### src/rtl/i2c_target_if.sv
`timescale 1ns/1ps
// i2c_target_if: pad and memory-port bundle between the I2C target and its surroundings.
// Strobe semantics (no backpressure on this port): mem_we and mem_re are single-cycle
// strobes that are always accepted; mem_addr/mem_wdata are valid in the strobe cycle,
// and mem_rdata must be valid on the cycle after mem_re. sda_oe=1 pulls the open-drain
// SDA pad low, sda_oe=0 releases it.
interface i2c_target_if;
  logic       scl_in;
  logic       sda_in;
  logic       sda_oe;
  logic [7:0] mem_addr;
  logic [7:0] mem_wdata;
  logic       mem_we;
  logic       mem_re;
  logic [7:0] mem_rdata;
  logic       busy;
  logic [3:0] dbg_state;

  modport slave (
    input  scl_in, sda_in, mem_rdata,
    output sda_oe, mem_addr, mem_wdata, mem_we, mem_re, busy, dbg_state
  );

  modport master (
    output scl_in, sda_in, mem_rdata,
    input  sda_oe, mem_addr, mem_wdata, mem_we, mem_re, busy, dbg_state
  );
endinterface

### src/rtl/i2c_target.sv
`timescale 1ns/1ps
// i2c_target: oversampled byte-oriented I2C target answering DEV_ADDR, with an 8-bit
// auto-incrementing pointer into a 256-byte synchronous memory port.
module i2c_target #(
  parameter logic [6:0] DEV_ADDR = 7'h50
) (
  input  logic        clk,
  input  logic        reset_n,
  i2c_target_if.slave bus
);

  typedef enum logic [3:0] {
    ST_IDLE       = 4'd0,
    ST_ADDR       = 4'd1,
    ST_ADDR_ACK   = 4'd2,
    ST_WR_PTR     = 4'd3,
    ST_WR_PTR_ACK = 4'd4,
    ST_WR_DATA    = 4'd5,
    ST_WR_ACK     = 4'd6,
    ST_RD_LOAD    = 4'd7,
    ST_RD_DATA    = 4'd8,
    ST_RD_ACK     = 4'd9,
    ST_IGNORE     = 4'd10
  } state_t;

  state_t     r_state;
  state_t     w_next_state;
  logic       r_scl_s1, r_scl_s2, r_scl_d;
  logic       r_sda_s1, r_sda_s2, r_sda_d;
  logic       w_scl_rise, w_scl_fall, w_start, w_stop, w_byte_done;
  logic [3:0] r_bit_cnt;
  logic [7:0] r_shift;
  logic [7:0] r_ptr;
  logic [7:0] r_wdata;
  logic       r_rw;
  logic       r_mack;
  logic       r_we;
  logic       r_busy;
  logic       w_sda_oe;
  logic       w_mem_re;

  // Two-flop synchronizers plus a history flop; idle bus level is high so reset to 1.
  always_ff @(posedge clk or negedge reset_n) begin
    if (!reset_n) begin
      r_scl_s1 <= 1'b1; r_scl_s2 <= 1'b1; r_scl_d <= 1'b1;
      r_sda_s1 <= 1'b1; r_sda_s2 <= 1'b1; r_sda_d <= 1'b1;
    end else begin
      r_scl_s1 <= bus.scl_in; r_scl_s2 <= r_scl_s1; r_scl_d <= r_scl_s2;
      r_sda_s1 <= bus.sda_in; r_sda_s2 <= r_sda_s1; r_sda_d <= r_sda_s2;
    end
  end

  assign w_scl_rise  = r_scl_s2 & ~r_scl_d;
  assign w_scl_fall  = ~r_scl_s2 & r_scl_d;
  assign w_start     = r_scl_s2 & r_scl_d & r_sda_d & ~r_sda_s2;
  assign w_stop      = r_scl_s2 & r_scl_d & ~r_sda_d & r_sda_s2;
  assign w_byte_done = w_scl_fall && (r_bit_cnt == 4'd8);

  // State register.
  always_ff @(posedge clk or negedge reset_n) begin
    if (!reset_n) r_state <= ST_IDLE;
    else          r_state <= w_next_state;
  end

  // Next-state logic; START/STOP override any bit-level progress.
  always_comb begin
    w_next_state = r_state;
    if (w_start) begin
      w_next_state = ST_ADDR;
    end else if (w_stop) begin
      w_next_state = ST_IDLE;
    end else begin
      case (r_state)
        ST_ADDR:       if (w_byte_done)
                         w_next_state = (r_shift[7:1] == DEV_ADDR) ? ST_ADDR_ACK : ST_IGNORE;
        ST_ADDR_ACK:   if (w_scl_fall) w_next_state = r_rw ? ST_RD_LOAD : ST_WR_PTR;
        ST_WR_PTR:     if (w_byte_done) w_next_state = ST_WR_PTR_ACK;
        ST_WR_PTR_ACK: if (w_scl_fall) w_next_state = ST_WR_DATA;
        ST_WR_DATA:    if (w_byte_done) w_next_state = ST_WR_ACK;
        ST_WR_ACK:     if (w_scl_fall) w_next_state = ST_WR_DATA;
        ST_RD_LOAD:    if (r_bit_cnt != 4'd0) w_next_state = ST_RD_DATA;
        ST_RD_DATA:    if (w_byte_done) w_next_state = ST_RD_ACK;
        ST_RD_ACK:     if (w_scl_fall) w_next_state = r_mack ? ST_IGNORE : ST_RD_LOAD;
        default:       w_next_state = r_state;
      endcase
    end
  end

  // Outputs decoded from state: drive only in ACK slots and for zero read bits.
  always_comb begin
    w_sda_oe = 1'b0;
    w_mem_re = 1'b0;
    case (r_state)
      ST_ADDR_ACK, ST_WR_PTR_ACK, ST_WR_ACK: w_sda_oe = 1'b1;
      ST_RD_DATA: w_sda_oe = ~r_shift[7];
      ST_RD_LOAD: w_mem_re = (r_bit_cnt == 4'd0);
      default: w_sda_oe = 1'b0;
    endcase
  end

  // Datapath: bit counter, shift register, pointer, write strobe and busy flag.
  // RD_LOAD uses the bit counter as a two-cycle phase: strobe, then capture.
  always_ff @(posedge clk or negedge reset_n) begin
    if (!reset_n) begin
      r_bit_cnt <= 4'd0;
      r_shift   <= 8'h00;
      r_ptr     <= 8'h00;
      r_wdata   <= 8'h00;
      r_rw      <= 1'b0;
      r_mack    <= 1'b1;
      r_we      <= 1'b0;
      r_busy    <= 1'b0;
    end else begin
      r_we <= 1'b0;
      if (r_we) r_ptr <= r_ptr + 8'd1;
      if (w_next_state == ST_ADDR_ACK)  r_busy <= 1'b1;
      else if (w_next_state == ST_IDLE) r_busy <= 1'b0;
      if (w_start || w_stop) begin
        r_bit_cnt <= 4'd0;
      end else begin
        case (r_state)
          ST_ADDR, ST_WR_PTR, ST_WR_DATA: begin
            if (w_scl_rise) begin
              r_shift   <= {r_shift[6:0], r_sda_s2};
              r_bit_cnt <= r_bit_cnt + 4'd1;
            end else if (w_byte_done) begin
              r_bit_cnt <= 4'd0;
              if (r_state == ST_ADDR)    r_rw  <= r_shift[0];
              if (r_state == ST_WR_PTR)  r_ptr <= r_shift;
              if (r_state == ST_WR_DATA) begin
                r_we    <= 1'b1;
                r_wdata <= r_shift;
              end
            end
          end
          ST_RD_LOAD: begin
            if (r_bit_cnt == 4'd0) begin
              r_bit_cnt <= 4'd1;
            end else begin
              r_shift   <= bus.mem_rdata;
              r_ptr     <= r_ptr + 8'd1;
              r_bit_cnt <= 4'd0;
            end
          end
          ST_RD_DATA: begin
            if (w_scl_rise) begin
              r_bit_cnt <= r_bit_cnt + 4'd1;
            end else if (w_scl_fall) begin
              r_shift <= {r_shift[6:0], 1'b0};
              if (r_bit_cnt == 4'd8) r_bit_cnt <= 4'd0;
            end
          end
          ST_RD_ACK: if (w_scl_rise) r_mack <= r_sda_s2;
          default: r_bit_cnt <= r_bit_cnt;
        endcase
      end
    end
  end

  assign bus.sda_oe    = w_sda_oe;
  assign bus.mem_re    = w_mem_re;
  assign bus.mem_we    = r_we;
  assign bus.mem_addr  = r_ptr;
  assign bus.mem_wdata = r_wdata;
  assign bus.busy      = r_busy;
  assign bus.dbg_state = r_state;

endmodule

### src/flat_wrapper.sv
// flat-port wrapper written by rule: the top's interface ports become plain ports
module i2c_target_flat 
#(
  parameter logic [6:0] DEV_ADDR = 7'h50
)
  (clk, reset_n, bus_scl_in, bus_sda_in, bus_mem_rdata, bus_sda_oe, bus_mem_addr, bus_mem_wdata, bus_mem_we, bus_mem_re, bus_busy, bus_dbg_state);
  i2c_target_if bus_i ();
  input  logic clk;
  input  logic reset_n;
  input wire logic [$bits(bus_i.scl_in)-1:0] bus_scl_in;
  input wire logic [$bits(bus_i.sda_in)-1:0] bus_sda_in;
  input wire logic [$bits(bus_i.mem_rdata)-1:0] bus_mem_rdata;
  output wire logic [$bits(bus_i.sda_oe)-1:0] bus_sda_oe;
  output wire logic [$bits(bus_i.mem_addr)-1:0] bus_mem_addr;
  output wire logic [$bits(bus_i.mem_wdata)-1:0] bus_mem_wdata;
  output wire logic [$bits(bus_i.mem_we)-1:0] bus_mem_we;
  output wire logic [$bits(bus_i.mem_re)-1:0] bus_mem_re;
  output wire logic [$bits(bus_i.busy)-1:0] bus_busy;
  output wire logic [$bits(bus_i.dbg_state)-1:0] bus_dbg_state;
  assign bus_i.scl_in = bus_scl_in;
  assign bus_i.sda_in = bus_sda_in;
  assign bus_i.mem_rdata = bus_mem_rdata;
  assign bus_sda_oe = bus_i.sda_oe;
  assign bus_mem_addr = bus_i.mem_addr;
  assign bus_mem_wdata = bus_i.mem_wdata;
  assign bus_mem_we = bus_i.mem_we;
  assign bus_mem_re = bus_i.mem_re;
  assign bus_busy = bus_i.busy;
  assign bus_dbg_state = bus_i.dbg_state;
  i2c_target #(.DEV_ADDR(DEV_ADDR)) u_core (.clk(clk), .reset_n(reset_n), .bus(bus_i));
endmodule
### config.mk
export PLATFORM = sky130hd
export DESIGN_NAME = i2c_target_flat
export DESIGN_NICKNAME = d
export VERILOG_FILES = /design/src/rtl/i2c_target_if.sv /design/src/rtl/i2c_target.sv /design/src/flat_wrapper.sv
export SDC_FILE = /design/constraint.sdc
export NUM_CORES = 1
export LEC_CHECK = 0
export CORE_AREA = 2 2 73 75
export DETAILED_ROUTE_END_ITERATION = 10
export DIE_AREA = 0 0 75 77
export PLACE_DENSITY = 0.77
export SLEW_MARGIN = 20
export SYNTH_ARGS = -nofsm -noshare
export SYNTH_HDL_FRONTEND = slang
export SYNTH_SLANG_ARGS = --single-unit
### constraint.sdc
create_clock -name clk -period 5.5 [get_ports clk]
set_clock_uncertainty 0.15 [all_clocks]
set_input_delay 1.65 -clock clk [delete_from_list [all_inputs] [get_ports clk]]
set_output_delay 1.65 -clock clk [all_outputs]
set_load 0.005 [all_outputs]
==> flow_summary.toml <==
[clock_tree]
ctsHoldBuffers = 0
tritoncts = "built"
htreeDepth = 2
clockBufferDepth = 2
cts_buffers = 5
cts_setup_buffers = 0
root_buffer = "clkbuf_8"
clk_latency_ps = 300
clkSinkCount = 42
path_clk_slew_ps = 90
ctsResizeCount = 0

[global_route]
grt_pass1_vias = 2000
grt_util_all_layers_pct = 21.4
antenna_found_initial = 0
grt_overflow = 0
grt_pass1_wl_um = 9580
grt_start_max_net_pins = 43

[synth]
yosys.area.top_type = "dfrtp_1"
synth_cell_types = 71
synth_area_leaders = "dfrtp_1 (34%), dfstp_2 (7.2%), nor2_1 (3.8%), nand2_1 (3.7%), mux2_2 (3.5%)"
syn_inst = 256
seq_area_frac_synth_pct = 41.7
synth_edf_count = 0
synth_compound_area_share_pct = 17.7
syn_area_per_cell_um2 = 9.92
synthAdderAreaFrac_pct = 2.96
syn_nets = 274
yosys.area.top_type_share_pct = 34.5
async_flop_share_pct = 100
syn-cell-area_um2 = 2540
ys_ff_latch = 42
synthSimpleGateAreaFrac_pct = 23.9
yosysWarnings = 0
synth_ff_type = "dfrtp_1"
synth_top_family_by_area = "simple AND/OR/NAND/NOR gates"
synth_mux_area_share_pct = 5.27
yosys.area_share.xor_xnor_pct = 4.48

[setup_path]
path_max_fanout = 19
cp-end-kind = "output pin"
cp_cell_sequence = "nand4b_1 > nor2_4 > clkdlybuf4s50_1"
start_kind = "register"
crit_family = "simple AND/OR/NAND/NOR gates"
path_class = "reg2out"
cp_slowest_cell = "dfrtp_1"
path_buf_inv = 1
critPathRequiredTime_ps = 3700
cp_data_arrival_time_ps = 2690
slowest_delay_ps = 730

[detailed_routing]
drtPass1Iterations = 5
drc = 0
vias = 2063
wl_per_cell_um = 15.9
viasPerCell = 5.79
drt-initial-drc-count = 154
wirelength_um = 5670
ant_nets = 0

[final_layout]
drive_gt1_share_pct = 15.0
post_layout_nonfiller_instances = 356
n_antenna_cell = 0
nets = 303
syn2layout_area_growth_pct = 18.0
stdcell_area_um2 = 3000

[place]
routabilityCongestion = 0.866
dp_hpwl_um = 4060
placed_cell_area_um2 = 2900
portBuffers = 35
place_inst = 348

[sta]
tightest_slew_ps = 922
slew_headroom_pct = 38.5
max_clock_freq_mhz = 223
finalHoldViolations = 0
rsz0062_at_grt = "no"
post-route-period-util_pct = 81.6
slew_violations = 0
min_period_ps = 4490
setup_tns_ps = 0
hold_ws_ps = 210
setup_viol = 0

[run_status]
status = "completed"

[die]
die_w_um = 75
die_h_um = 77
io_pins = 36
initial_core_util_pct = 51.0
die_area_um2 = 5780
rows = 26
core_area_um2 = 4980

[run]
maxCapViolCount = 0

[power]
ir_worst_vdd_v = 0.000265
static-leakage-power_nw = 1.22
p_per_area_nw_per_um2 = 372

[worst_hold_path]
min_path_type = "reg2reg"
==> placed cells by master, fill, tap and decap left out, drive strengths merged, types with 2 or more instances in the layout <==
cell	count
nand2	27
nor3b	2
buf	2
o22ai	7
xor2	8
clkdlybuf4s50	34
nor2	29
a21boi	2
o2111ai	2
a21oi	11
nand3	8
dfstp	7
nor2b	3
nand2b	4
clkbuf	5
nor3	2
dfrtp	35
nand4b	2
or3b	2
nor4b	2
mux2	11
ha	6
a22oi	7
inv	7
nand4	2
o21ai	8
o21a	2
and3	3
xnor2	5
a31oi	7
nor4	3
and2b	2
a211oi	2
nand3b	2
==> cell usage after synthesis, drive strengths merged, types with 3 or more instances <==
| library cell | instances |
|---|---|
| a21oi | 11 |
| nor2 | 29 |
| nand2 | 27 |
| and3 | 3 |
| nand3 | 8 |
| a22oi | 7 |
| buf | 9 |
| clkbuf | 5 |
| mux2 | 11 |
| dfrtp | 35 |
| xnor2 | 5 |
| a31oi | 7 |
| o21ai | 8 |
| inv | 6 |
| o22ai | 7 |
| nor4 | 3 |
| ha | 6 |
| nand2b | 4 |
| dfstp | 7 |
| nor2b | 3 |
| xor2 | 8 |
==> worst paths after layout <==
| check | startpoint | to | slack, ps | cells past startpoint |
|---|---|---|---|---|
| worst max-delay path | u_core.bus.dbg_state[2] | bus_mem_re | 1010 | 3 |
| worst min-delay path | u_core.r_sda_s1 | u_core.r_sda_s2 | 210 | 0 |
| worst max register to register | u_core.bus.dbg_state[2] | u_core.bus.busy | 2750 | 6 |
| worst min register to register | u_core.r_sda_s1 | u_core.r_sda_s2 | 210 | 0 |
| max in group asynchronous | reset_n | u_core.bus.dbg_state[1] | 3290 | 1 |
| min in group asynchronous | reset_n | u_core.bus.mem_addr[4] | 1330 | 1 |
==> where the power goes <==
part | switching (W) | total, W | leakage [nW] | internal (W)
combinational | 0.000228 | 0.000432 | 0.656 | 0.000203
sequential | 0.000111 | 0.000474 | 0.522 | 0.000362
clock | 0.000117 | 0.000208 | 0.0447 | 0.0000916
==> logic make-up (layout without fill, tap and decap cells) <==
kind of cell	after synthesis	count (layout)
AND/OR/NAND/NOR	102	102
AO/OA/AOI/OAI	61	61
flip-flops	42	42
buffers and inverters	20	50
XOR/XNOR	13	13
multiplexers	12	12
adder cells (fa/ha/maj)	6	6
==> cell type report <==
class	instances	area (um2)
clock buffers	5	68.8
well taps	70	87.6
fillers	432	1980
flip-flops and latches	42	1060
inverters	6	22.5
multi-input cells	194	1380
repair buffers	36	353
clock inverters	3	25.0
==> state kept, by name, summed over array words and instances, names as in the netlist <==
name	flops
u_core.r_shift	8
u_core.r_scl_s2	1
u_core.r_bit_cnt	4
u_core.r_rw	1
u_core.r_sda_s1	1
u_core.bus.mem_wdata	8
u_core.bus.mem_addr	8
u_core.r_mack	1
u_core.bus.mem_we	1
u_core.r_scl_s1	1
u_core.bus.dbg_state	4
u_core.r_sda_d	1
u_core.r_sda_s2	1
u_core.bus.busy	1
u_core.r_scl_d	1
==> stage by stage <==
| stage | total power (W) | worst slack (ps) | utilization [%] |
|---|---|---|---|
| after floorplan | 0.000787 | 2420 | - |
| after global placement | 0.000900 | 1460 | 58.3 |
| after detailed placement | 0.000906 | 1370 | 58.3 |
| after CTS | 0.00112 | 1030 | 60.2 |
| after global routing | 0.00120 | 860 | 60.2 |
| final | 0.00111 | 1010 | 60.2 |
==> layer usage <==
layer  global-route usage [%]  part of all wire (%)  up-vias
li1                         -                     -      989
met5                        0                     0        -
met1                     30.0                    45     1015
met3                     4.99                   4.7        7
met2                     33.1                    50       52
met4                     5.71                   1.0        0
(Power assumes the default switching activity.)
